==> src/rtl/muldiv_if.sv <==
// muldiv_if: request/response bundle between an RV32M requester and muldiv.
// The requester (master) drives the operation and operands; muldiv (slave)
// returns busy, a one-cycle done pulse and the write-back result.
interface muldiv_if #(
   parameter int XLEN = 32
);
   logic            start;
   logic [2:0]      funct3;
   logic [XLEN-1:0] rs1_data;
   logic [XLEN-1:0] rs2_data;
   logic            busy;
   logic            done;
   logic [XLEN-1:0] result;

   modport master (
      output start, funct3, rs1_data, rs2_data,
      input  busy, done, result
   );

   modport slave (
      input  start, funct3, rs1_data, rs2_data,
      output busy, done, result
   );
endinterface

==> src/rtl/muldiv.sv <==
// muldiv: iterative RV32M multiply/divide unit.
// IDLE -> CALC (32 iteration cycles, one product/quotient bit each) -> DONE.
// Multiply is shift-add on operand magnitudes, divide is restoring division on
// magnitudes; signs are re-applied when the result is captured on DONE entry.
// Optional build macro MULDIV_FAST_EN: divide-by-zero, signed overflow and
// multiplies with a zero operand go straight from IDLE to DONE (no CALC).
// Results are identical with and without the macro.
module muldiv #(
   parameter int XLEN = 32
) (
   input  logic    clock,
   input  logic    reset,
   muldiv_if.slave bus
);

   localparam int CW = $clog2(XLEN);
   localparam logic [CW-1:0]   LAST_ITER = CW'(XLEN - 1);
   localparam logic [XLEN-1:0] SMIN      = {1'b1, {(XLEN-1){1'b0}}};

`ifdef MULDIV_FAST_EN
   localparam bit FAST_EN = 1'b1;
`else
   localparam bit FAST_EN = 1'b0;
`endif

   localparam logic [2:0] F_MUL    = 3'b000;
   localparam logic [2:0] F_MULH   = 3'b001;
   localparam logic [2:0] F_MULHSU = 3'b010;
   localparam logic [2:0] F_MULHU  = 3'b011;
   localparam logic [2:0] F_DIV    = 3'b100;
   localparam logic [2:0] F_DIVU   = 3'b101;
   localparam logic [2:0] F_REM    = 3'b110;

   typedef enum logic [1:0] {IDLE, CALC, DONE} state_t;

   // Magnitude of a possibly negative operand. The negation is done one bit
   // wider so that 0x80000000 yields +2^31, which still fits the unsigned word.
   function automatic logic [XLEN-1:0] magnitude(input logic [XLEN-1:0] v,
                                                 input logic            neg);
      logic [XLEN:0] wide;
      wide = neg ? ({(XLEN+1){1'b0}} - {1'b1, v}) : {1'b0, v};
      return wide[XLEN-1:0];
   endfunction

   function automatic logic [XLEN-1:0] cond_neg_w(input logic [XLEN-1:0] v,
                                                  input logic            neg);
      return neg ? ({XLEN{1'b0}} - v) : v;
   endfunction

   function automatic logic [2*XLEN-1:0] cond_neg_d(input logic [2*XLEN-1:0] v,
                                                    input logic              neg);
      return neg ? ({(2*XLEN){1'b0}} - v) : v;
   endfunction

   state_t          state;
   logic [CW-1:0]   cnt;
   logic [2:0]      op;
   logic [XLEN-1:0] hi;          // product high half / partial remainder
   logic [XLEN-1:0] lo;          // multiplier bits / dividend-then-quotient
   logic [XLEN-1:0] dvsr;        // multiplicand or divisor magnitude
   logic            neg_q;       // product or quotient must be negated
   logic            neg_r;       // remainder must be negated
   logic            special_q;
   logic [XLEN-1:0] special_val_q;
   logic            busy_q;
   logic            done_q;
   logic [XLEN-1:0] result_q;

   // Operand decode at acceptance: signedness, magnitudes and corner cases.
   logic            a_signed, b_signed, a_neg, b_neg;
   logic [XLEN-1:0] a_mag, b_mag;
   logic            div_zero, div_ovf, mul_zero, special;
   logic [XLEN-1:0] special_val;

   always_comb begin
      a_signed = 1'b0;
      b_signed = 1'b0;
      case (bus.funct3)
         F_MULH:       begin a_signed = 1'b1; b_signed = 1'b1; end
         F_MULHSU:     a_signed = 1'b1;
         F_DIV, F_REM: begin a_signed = 1'b1; b_signed = 1'b1; end
         default:      ;
      endcase
      a_neg    = a_signed & bus.rs1_data[XLEN-1];
      b_neg    = b_signed & bus.rs2_data[XLEN-1];
      a_mag    = magnitude(bus.rs1_data, a_neg);
      b_mag    = magnitude(bus.rs2_data, b_neg);
      div_zero = bus.funct3[2] && (bus.rs2_data == '0);
      div_ovf  = bus.funct3[2] && !bus.funct3[0] &&
                 (bus.rs1_data == SMIN) && (bus.rs2_data == '1);
      mul_zero = !bus.funct3[2] && ((bus.rs1_data == '0) || (bus.rs2_data == '0));
      special  = div_zero || div_ovf || mul_zero;
      special_val = '0;
      if (div_zero)
         special_val = bus.funct3[1] ? bus.rs1_data : '1;
      else if (div_ovf)
         special_val = bus.funct3[1] ? '0 : SMIN;
   end

   // One iteration step: shift-add for multiply, restore-or-subtract for divide.
   logic [XLEN:0]     mul_sum;
   logic [XLEN:0]     div_shift;
   logic [XLEN-1:0]   div_diff;
   logic              div_ge;
   logic [XLEN-1:0]   hi_nxt, lo_nxt;
   logic [2*XLEN-1:0] prod, prod_s;
   logic [XLEN-1:0]   final_res;

   always_comb begin
      mul_sum   = {1'b0, hi} + (lo[0] ? {1'b0, dvsr} : '0);
      div_shift = {hi, lo[XLEN-1]};
      div_ge    = (div_shift >= {1'b0, dvsr});
      div_diff  = div_shift[XLEN-1:0] - dvsr;
      if (op[2]) begin
         hi_nxt = div_ge ? div_diff : div_shift[XLEN-1:0];
         lo_nxt = {lo[XLEN-2:0], div_ge};
      end else begin
         hi_nxt = mul_sum[XLEN:1];
         lo_nxt = {mul_sum[0], lo[XLEN-1:1]};
      end
      prod   = {hi_nxt, lo_nxt};
      prod_s = cond_neg_d(prod, neg_q);
      case (op)
         F_MUL:                     final_res = prod_s[XLEN-1:0];
         F_MULH, F_MULHSU, F_MULHU: final_res = prod_s[2*XLEN-1:XLEN];
         F_DIV, F_DIVU:             final_res = cond_neg_w(lo_nxt, neg_q);
         default:                   final_res = cond_neg_w(hi_nxt, neg_r);
      endcase
   end

   // Control FSM with datapath registers; busy/done/result are registered.
   always_ff @(posedge clock) begin
      if (reset) begin
         state         <= IDLE;
         cnt           <= '0;
         op            <= '0;
         hi            <= '0;
         lo            <= '0;
         dvsr          <= '0;
         neg_q         <= 1'b0;
         neg_r         <= 1'b0;
         special_q     <= 1'b0;
         special_val_q <= '0;
         busy_q        <= 1'b0;
         done_q        <= 1'b0;
         result_q      <= '0;
      end else begin
         case (state)
            IDLE: begin
               if (bus.start) begin
                  op            <= bus.funct3;
                  hi            <= '0;
                  lo            <= a_mag;
                  dvsr          <= b_mag;
                  neg_q         <= a_neg ^ b_neg;
                  neg_r         <= a_neg;
                  special_q     <= special;
                  special_val_q <= special_val;
                  cnt           <= '0;
                  if (FAST_EN && special) begin
                     state    <= DONE;
                     done_q   <= 1'b1;
                     result_q <= special_val;
                  end else begin
                     state  <= CALC;
                     busy_q <= 1'b1;
                  end
               end
            end
            CALC: begin
               hi  <= hi_nxt;
               lo  <= lo_nxt;
               cnt <= cnt + CW'(1);
               if (cnt == LAST_ITER) begin
                  state    <= DONE;
                  busy_q   <= 1'b0;
                  done_q   <= 1'b1;
                  result_q <= special_q ? special_val_q : final_res;
               end
            end
            DONE: begin
               state  <= IDLE;
               done_q <= 1'b0;
            end
            default: begin
               state  <= IDLE;
               busy_q <= 1'b0;
               done_q <= 1'b0;
            end
         endcase
      end
   end

   assign bus.busy   = busy_q;
   assign bus.done   = done_q;
   assign bus.result = result_q;

endmodule
==> src/flat_wrapper.sv <==
// flat-port wrapper written by rule: the top's interface ports become plain ports
module muldiv_flat 
#(
   parameter int XLEN = 32
)
  (clock, reset, bus_start, bus_funct3, bus_rs1_data, bus_rs2_data, bus_busy, bus_done, bus_result);
  muldiv_if #(.XLEN(XLEN)) bus_i ();
  input  logic clock;
  input  logic reset;
  input wire logic [$bits(bus_i.start)-1:0] bus_start;
  input wire logic [$bits(bus_i.funct3)-1:0] bus_funct3;
  input wire logic [$bits(bus_i.rs1_data)-1:0] bus_rs1_data;
  input wire logic [$bits(bus_i.rs2_data)-1:0] bus_rs2_data;
  output wire logic [$bits(bus_i.busy)-1:0] bus_busy;
  output wire logic [$bits(bus_i.done)-1:0] bus_done;
  output wire logic [$bits(bus_i.result)-1:0] bus_result;
  assign bus_i.start = bus_start;
  assign bus_i.funct3 = bus_funct3;
  assign bus_i.rs1_data = bus_rs1_data;
  assign bus_i.rs2_data = bus_rs2_data;
  assign bus_busy = bus_i.busy;
  assign bus_done = bus_i.done;
  assign bus_result = bus_i.result;
  muldiv #(.XLEN(XLEN)) u_core (.clock(clock), .reset(reset), .bus(bus_i));
endmodule
==> config.mk <==
export PLATFORM = sky130hd
export DESIGN_NAME = muldiv_flat
export DESIGN_NICKNAME = d
export VERILOG_FILES = /design/src/rtl/muldiv_if.sv /design/src/rtl/muldiv.sv /design/src/flat_wrapper.sv
export SDC_FILE = /design/constraint.sdc
export NUM_CORES = 1
export LEC_CHECK = 0
export ABC_CLOCK_PERIOD_IN_PS = 15600
export CAP_MARGIN = 20
export CELL_PAD_IN_SITES_DETAIL_PLACEMENT = 0
export CELL_PAD_IN_SITES_GLOBAL_PLACEMENT = 2
export CORE_MARGIN = 2
export CORE_UTILIZATION = 38
export CTS_CLUSTER_DIAMETER = 30
export DETAILED_ROUTE_END_ITERATION = 6
export PLACE_DENSITY = 0.95
export REMOVE_ABC_BUFFERS = 1
export SYNTH_ARGS = -nofsm -noshare
export SYNTH_HDL_FRONTEND = slang
export SYNTH_SLANG_ARGS = --single-unit
==> constraint.sdc <==
create_clock -name clock -period 15.6 [get_ports clock]
set_input_delay 3.12 -clock clock [delete_from_list [all_inputs] [get_ports clock]]
set_output_delay 3.12 -clock clock [all_outputs]
set_load 0.005 [all_outputs]
# Word-level counts from Yosys, hierarchy flattened
# Cells that the tools add are included.
# op_classes
add_sub_neg,8
magnitude_cmp,1
n_eq_ne,16
n_mux,31
bitwise_logic,5
reduce_logical,25
# op_table
operator,n
32-bit two-way mux,15
32-bit case mux with 2 select lines,2
1-bit by 32-bit subtractor with 32-bit output (first input constant),4
32-bit case mux with 3 select lines,1
32-bit == test (second input constant),2
32-bit zero test,2
64-bit two-way mux,1
1-bit by 64-bit subtractor with 64-bit output (first input constant),1
32-bit by 33-bit adder with 33-bit output,1
33-bit by 32-bit >= comparator with 1-bit output,1
32-bit subtractor,1
3-bit == test (second input constant),4
5-bit case mux with 2 select lines,1
2-bit AND reduction,5
3-bit by 2-bit == test with 1-bit output (second input constant),3
3-bit by 1-bit == test with 1-bit output (second input constant),2
3-bit OR reduction,2
5-bit by 1-bit adder with 5-bit output (second input constant),1
5-bit == test (second input constant),1
1-bit logical AND,5
1-bit two-way mux,5
5-bit two-way mux,1
2-bit two-way mux,2
2-bit case mux with 2 select lines,1
17 further kinds,22
# word_totals
regBits,175
input_bits,70
out_inout_bits,34
elab_cells,99

# Logic depth before layout (Yosys ltp)
# depth
word_depth,7
depth_mapped,25
depth_no_buf,22

# Worst setup path after synthesis
# Ideal clock, no wire load.
# synth_timing
path_kind,in2reg
startpoint,input port bus_rs2_data[8]
endpoint,register u_core.special_val_q[23]
t_arrival_ns,6.117
t_required_ns,15.530
path_slack_ns,9.413
path_stages,12
path_buffers,1
path_cell_list,or3_1 nor3_1 nand2_1 nor3_1 nand3b_1 or4_1 or4_1 or3_1 nor2_1 clkbuf_1 o21ai_0 a21oi_1
# synth_via
elab_chain_cells,4
word_cells_on_any_way,6
cone_classes,eq/ne (1); mux (2); reduce/logical (3)
# synth_rtl
item,line,text
start: declaration,flat_wrapper.sv:13,input wire logic [$bits(bus_i.rs2_data)-1:0] bus_rs2_data;
32-bit == test,muldiv.sv:90,(bus.rs1_data == SMIN) && (bus.rs2_data == '1);
1-bit logical AND,muldiv.sv:90,
32-bit two-way mux,muldiv.sv:96,else if (div_ovf)
32-bit two-way mux (*),muldiv.sv:94,if (div_zero)
end signal: assignment,muldiv.sv:158,special_val_q <= special_val;
end: declaration,muldiv.sv:64,logic [XLEN-1:0] special_val_q;
# Mark *: on every way between the ends. The rest lies on a longest branch, timed or not.
# A chain may end at the register's enable or synchronous reset.

# Worst setup path after layout
# layout_timing
startpoint,input port bus_rs2_data[8]
endpoint,register u_core.special_val_q[9]
# Same word-level chain as after synthesis.

==> flow_summary.json <==
{
  "grt_pass1_wl_um": 99000,
  "clk_pin_slew_ns": 0.08,
  "peakVddDrop_uv": 73.9,
  "drv_slew": 0,
  "ant_nets": 0,
  "drc": 0,
  "wl_per_cell_um": 23.3,
  "synth_warnings": 0,
  "worstMarginPinSlew_ns": 1.13,
  "syn_to_final_growth_pct": 13.7,
  "cap_violations": 0,
  "grt_pass1_vias": 16300,
  "dieWidth_um": 207,
  "period_minus_slack_ns": 6.81,
  "antenna_found_initial": 2,
  "gp_congestion": 0.957,
  "rsz0062_at_grt": "false",
  "dieHeight_um": 207,
  "dp_cells": 2736,
  "num_rows": 74,
  "max_clock_freq_ghz": 0.147,
  "vias": 17300,
  "ctsLongestPathBuffers": 2,
  "nets": 2369,
  "synth_area_mm2": 0.0157,
  "track_usage_pct": 29.4,
  "end_kind": "flop",
  "drive_gt1_share_pct": 5.31,
  "clk_latency_ns": 0.50,
  "finalCritPeriodShare_pct": 43.6,
  "critical_path_class": "in -> reg",
  "grt_max_degree": 69,
  "synth_edf_count": 0,
  "floorplan.io_pins": 104,
  "final-setup-viol-count": 0,
  "worstPathRequired_ns": 16.02,
  "status": "finished clean",
  "cts_buffers": 17,
  "clock-root-buffer": "clkbuf_16",
  "yosys_register_bits": 175,
  "syn_inst": 2204,
  "dp_hpwl_um": 47600,
  "htreeDepth": 4,
  "wirelength_um": 64500,
  "coreArea_mm2": 0.0408,
  "synth_top_flop_cell": "dfxtp_1",
  "dieArea_mm2": 0.0430,
  "slew_headroom_pct": 23.6,
  "hold_viol": 0,
  "synth.distinct_cells": 88,
  "worstSetupStartpointType": "primary input",
  "antennaDiodeCount": 0,
  "finClkSkew_ns": 0.0194,
  "crit_arrival_ns": 7.22,
  "drt_pass1_iterations": 6,
  "grt_overflow": 0,
  "clock_sinks": 175,
  "crit_fanout": 31,
  "yosysSeqAreaShare_pct": 22.3,
  "tns_ns": 0,
  "cellPowerDensity_mw_per_mm2": 82.2,
  "fin_util_pct": 43.8,
  "layout_commonest_cell": "nor2_1",
  "ys_async_sr_fraction_pct": 0,
  "cts_setup_buffers": 0,
  "postCtsResizedCells": 0,
  "cts_tree": "done",
  "leakagePower_uw": 0.00663,
  "initial_core_util_pct": 38.5,
  "via_per_inst": 6.24,
  "mostFrequentLayoutCells": "nor2_1 (275), a21oi_1 (210), nand2_1 (200)",
  "numPortBuffers": 103,
  "syn_area_per_cell_um2": 7.14,
  "dr.first_iter.drc_count": 1759,
  "cts.hold.buffers_added": 0,
  "timing.hold.worst.class": "reg -> reg",
  "final_cells": 2771
}
## power by group
part / internal, uW / switching [uW] / total [uW]
sequential: 464 / 23.3 / 487
clock: 232 / 235 / 467
combinational: 180 / 336 / 516
## flip-flops by register name, indices dropped and copies added, names as in the netlist
name,count
u_core.special_val_q,32
u_core.neg_r,1
u_core.special_q,1
u_core.lo,32
u_core.dvsr,32
u_core.bus.busy,1
u_core.hi,32
u_core.bus.done,1
u_core.state,2
u_core.bus.result,32
u_core.neg_q,1
u_core.cnt,5
u_core.op,3
## metrics by stage
stage                     power (uW)  cell area (um^2)  hold slack [ns]  worst slack, ns
final                           1470             17900            0.451             8.79
after global routing            1540             17900            0.461             8.42
after CTS                       1470             17800            0.450             8.82
after detailed placement         997             17200            0.440             8.29
after global placement           995             17200            0.436             8.40
after floorplan                  814             15200            0.421             8.23
## cell type report
type	count	area (um^2)
clock inverters	15	193
repair buffers	145	1380
well taps	532	666
multi-input cells	1825	11500
clock buffers	17	425
inverters	62	233
fillers	4249	23000
flip-flops and latches	175	3510
## path summary, 6_finish.rpt
kind                                                             from                                     to  slack, ns  depth (start not counted)
worst max-delay path                                  bus_rs2_data[8]   u_core.special_val_q[9]$_SDFFE_PP0P_       8.79                         13
worst min-delay path            u_core.special_val_q[27]$_SDFFE_PP0P_  u_core.special_val_q[27]$_SDFFE_PP0P_       0.45                          2
worst max register to register           u_core.dvsr[18]$_SDFFE_PP0P_     u_core.bus.result[14]$_SDFFE_PP0P_       8.87                         21
worst min register to register  u_core.special_val_q[27]$_SDFFE_PP0P_  u_core.special_val_q[27]$_SDFFE_PP0P_       0.45                          2
## layer usage
metal  up-vias  track usage [%]  wire [um]
li1       8200                -          -
met1      8362             42.2      30500
met2       640             45.6      28500
met3        81             4.49       4110
met4         2             8.35       1360
met5         -                0          7
## synth_stat cells, types with 7 or more instances
master    instances  area [um^2]
ha_1             71          888
or3_1            25          156
buf_2             9         45.0
and2_1           43          269
clkbuf_1        118          443
nor2_1          277         1040
xnor2_1          79          692
nor4_1           21          131
or2_2             7         43.8
o211a_1           7         70.1
nor3b_1          11         82.6
dfxtp_1         175         3500
mux2_2           10          113
nor2b_1          15         93.8
nor4b_1           7         61.3
a21oi_1         211         1060
nor3_1           52          260
o31ai_1          15          113
a21o_1           25          188
o221ai_1          8         70.1
o21a_1           19          143
and3_1           22          138
or4_1            15          113
nand2_1         201          754
inv_1            61          229
o21bai_1          9         67.6
a211oi_1         45          338
a221oi_1         39          342
buf_1            13         48.8
nand4_1          31          194
nand2b_1         13         81.3
o211ai_1         28          210
a221o_1           7         70.1
xor2_1           62          543
a222oi_1         10          100
a22oi_1          31          233
o22ai_1           8         50.1
nand3_1          48          240
o21ai_0         174          871
a31oi_1          27          169
a311oi_1         13          114
mux2i_1          37          370
## worst max-delay path, cell delays in order
cell and delay, ns:
clkdlybuf4s50_1 0.47, or3_1 0.42, nor3_1 0.29, nand2_1 0.12, nor3_1 0.46, nand3b_1 0.16, or4_1 0.47, or4_1 0.47
or3_1 0.45, nor2_2 0.12, buf_4 0.33, o21ai_0 0.17, a21oi_1 0.16
## logic make-up (layout without fill, tap and decap cells)
logic type / Yosys count / count (layout) / share of synthesized area (%)
AOI/OAI and AO/OA: 752 / 752 / 31.2
muxes: 47 / 47 / 3.07
DFF: 175 / 175 / 22.3
buffers and inverters: 204 / 239 / 5.04
xor gates and xnor gates: 141 / 141 / 7.85
and+or+nand+nor: 812 / 812 / 24.7
adders and majority gates: 73 / 73 / 5.90
Power figures use the tool's default switching activity.
==> edit: new RTL, same settings <==
The 3 states of `state_t` get a one-hot encoding in 3 bits.
--- a/src/rtl/muldiv.sv
+++ b/src/rtl/muldiv.sv
@@ -33,3 +33,3 @@
 
-   typedef enum logic [1:0] {IDLE, CALC, DONE} state_t;
+   typedef enum logic [2:0] {IDLE = 3'b001, CALC = 3'b010, DONE = 3'b100} state_t;
 
Behaviour: same outputs for any inputs over 4 cycles, from zero or initial values and one cycle with reset high; so few cycles prove little.
==> edit against the original RTL <==
  * Count of clock-buffer cells in the layout is the same
  * Core utilization shrank 0.47 points
  * Combinational power shrank 8.1%
  * Total power shrank 5.0%
  * First-iteration DRC count grew 13%
  * Highest routed layer unchanged
  * Sequential power is essentially flat
  * Cell area grew 4.4%
  * Final cell count grew 6.9%
  * Sequential cell count grew 1
  * Largest power group is now registers
  * Setup slack gained 230 ps
  * Non-clock buffer count is the same
  * Synthesized area grew 5.4%
  * Wire length grew 5.5%
==> edit: results (changes against the original RTL) <==
[placed_design]
dpl.hpwl_um=50780  ; +6.6%
placed_area_um2=18070  ; +5.1%
place_inst=2930  ; +7.1%

[outcome]
outcome=complete, no violations

[finish]
nets=2508  ; +5.9%
drive_gt1_frac=0.05635  ; +0.003201
diodes=0  ; unchanged
fin_cells=2963  ; +6.9%

[synth]
syn_inst=2355  ; +6.9%
synth_common_cells=nor2_1 (242), nand2_1 (239), a21oi_1 (226)
seq_area_frac_synth=0.2126  ; -0.01021
netlist_top_cells_area=dfxtp_1 (21%), a21oi_1 (6.8%), nor2_1 (5.5%), nand2_1 (5.4%), ha_1 (5.4%)
ys_types=91  ; +3.4%

[worst_setup_path]
worstRegToRegCells=16  ; -24%
r2r_slack_ps=9490  ; +620 ps
worstPathArrival_ps=6950  ; -270 ps
crit_start=bus_rs1_data[2]
slowest_stage=nor4_1
rr_endpoint=u_core.bus.result[31]
critPathMaxFanout=5  ; -84%
max_stage_delay_ps=860  ; +390 ps
timing.rr.start=u_core.lo[0]

[grt]
grtUsageMet2=0.4710  ; +0.01499
grt_start_max_net_pins=90  ; +30%
gr-usage-met3=0.04383  ; -0.001102
use_met1=0.4179  ; -0.003933
grt_pass1_wl_um=103900  ; +5.0%
antenna_found_initial=1  ; -1
first_global_vias=17140  ; +5.2%
track_usage=0.3006  ; +0.006085

[clock_tree]
cts_setup_buffers=0  ; unchanged
cts_buffer_depth=2  ; unchanged

[drt]
wl_met3_um=4152  ; +1.1%
wirelength_met1_um=31330  ; +2.6%
drt_iter0_markers=1984  ; +13%
drt-wirelength-per-cell_um=22.97  ; -1.3%
wl_met2_um=30420  ; +6.7%

[sta]
max_slew_margin=0.2686  ; +0.03283

[power_and_ir_drop]
ir_drop_mv=0.08093  ; +9.5%
leakagePower_nw=6.713  ; +1.2%

[hold_path]
holdCritStartpoint=u_core.special_val_q[14]
hold_path_end=u_core.special_val_q[14]

edit: stage by stage:
step | hold slack [ps] | util | setup slack (ps)
after floorplan | 420.7 | - | 6827
after global placement | 435.7 | 0.4196 | 8678
after detailed placement | 441.0 | 0.4196 | 8668
after CTS | 451.8 | 0.4326 | 9177
after global routing | 466.8 | 0.4332 | 8764
final | 452.2 | 0.4332 | 9024
edit: area by class of cell:
type	instances	area, µm²
fillers	4499	24420
multi-input cells	1952	12200
flip-flops and latches	176	3527
repair buffers	145	1368
well taps	585	732.0
clock buffers	17	425.4
inverters	73	274.0
clock inverters	15	133.9
edit: worst reg2reg max path, delay by kind of cell (launching register included):
family          cells  cell delay, ps
simple gates        6            2400
compound gates      6            2160
buf+inv             2             560
flops               1             440
fa+ha+maj           1             230
mux                 1             230
edit: cells by family (layout without fill, tap and decap cells):
family | after synthesis | in the layout | synth area share
and+or+nand+nor | 895 | 895 | 0.2634
AOI/OAI and AO/OA | 800 | 800 | 0.3127
buffers and inverters | 227 | 250 | 0.05306
DFF | 176 | 176 | 0.2126
xor gates and xnor gates | 129 | 129 | 0.06816
adders and majority gates | 73 | 73 | 0.05601
muxes | 55 | 55 | 0.03412
edit: where the power goes:
group          internal, mW  switching [mW]  leakage, nW
combinational         0.167           0.307         5.01
sequential            0.466          0.0221         1.43
clock                 0.211           0.223        0.275
total                 0.844           0.553         6.71
edit: worst max path at each step:
stage	to	slack [ps]	depth (start not counted)
4_1_cts	u_core.lo[29]	9180	12
3_5_place_dp	u_core.lo[29]	8670	12
6_report	u_core.lo[29]	9020	12
5_1_grt	u_core.lo[29]	8760	12
2_1_floorplan	u_core.special_val_q[10]	6830	6
3_3_place_gp	u_core.lo[29]	8680	12
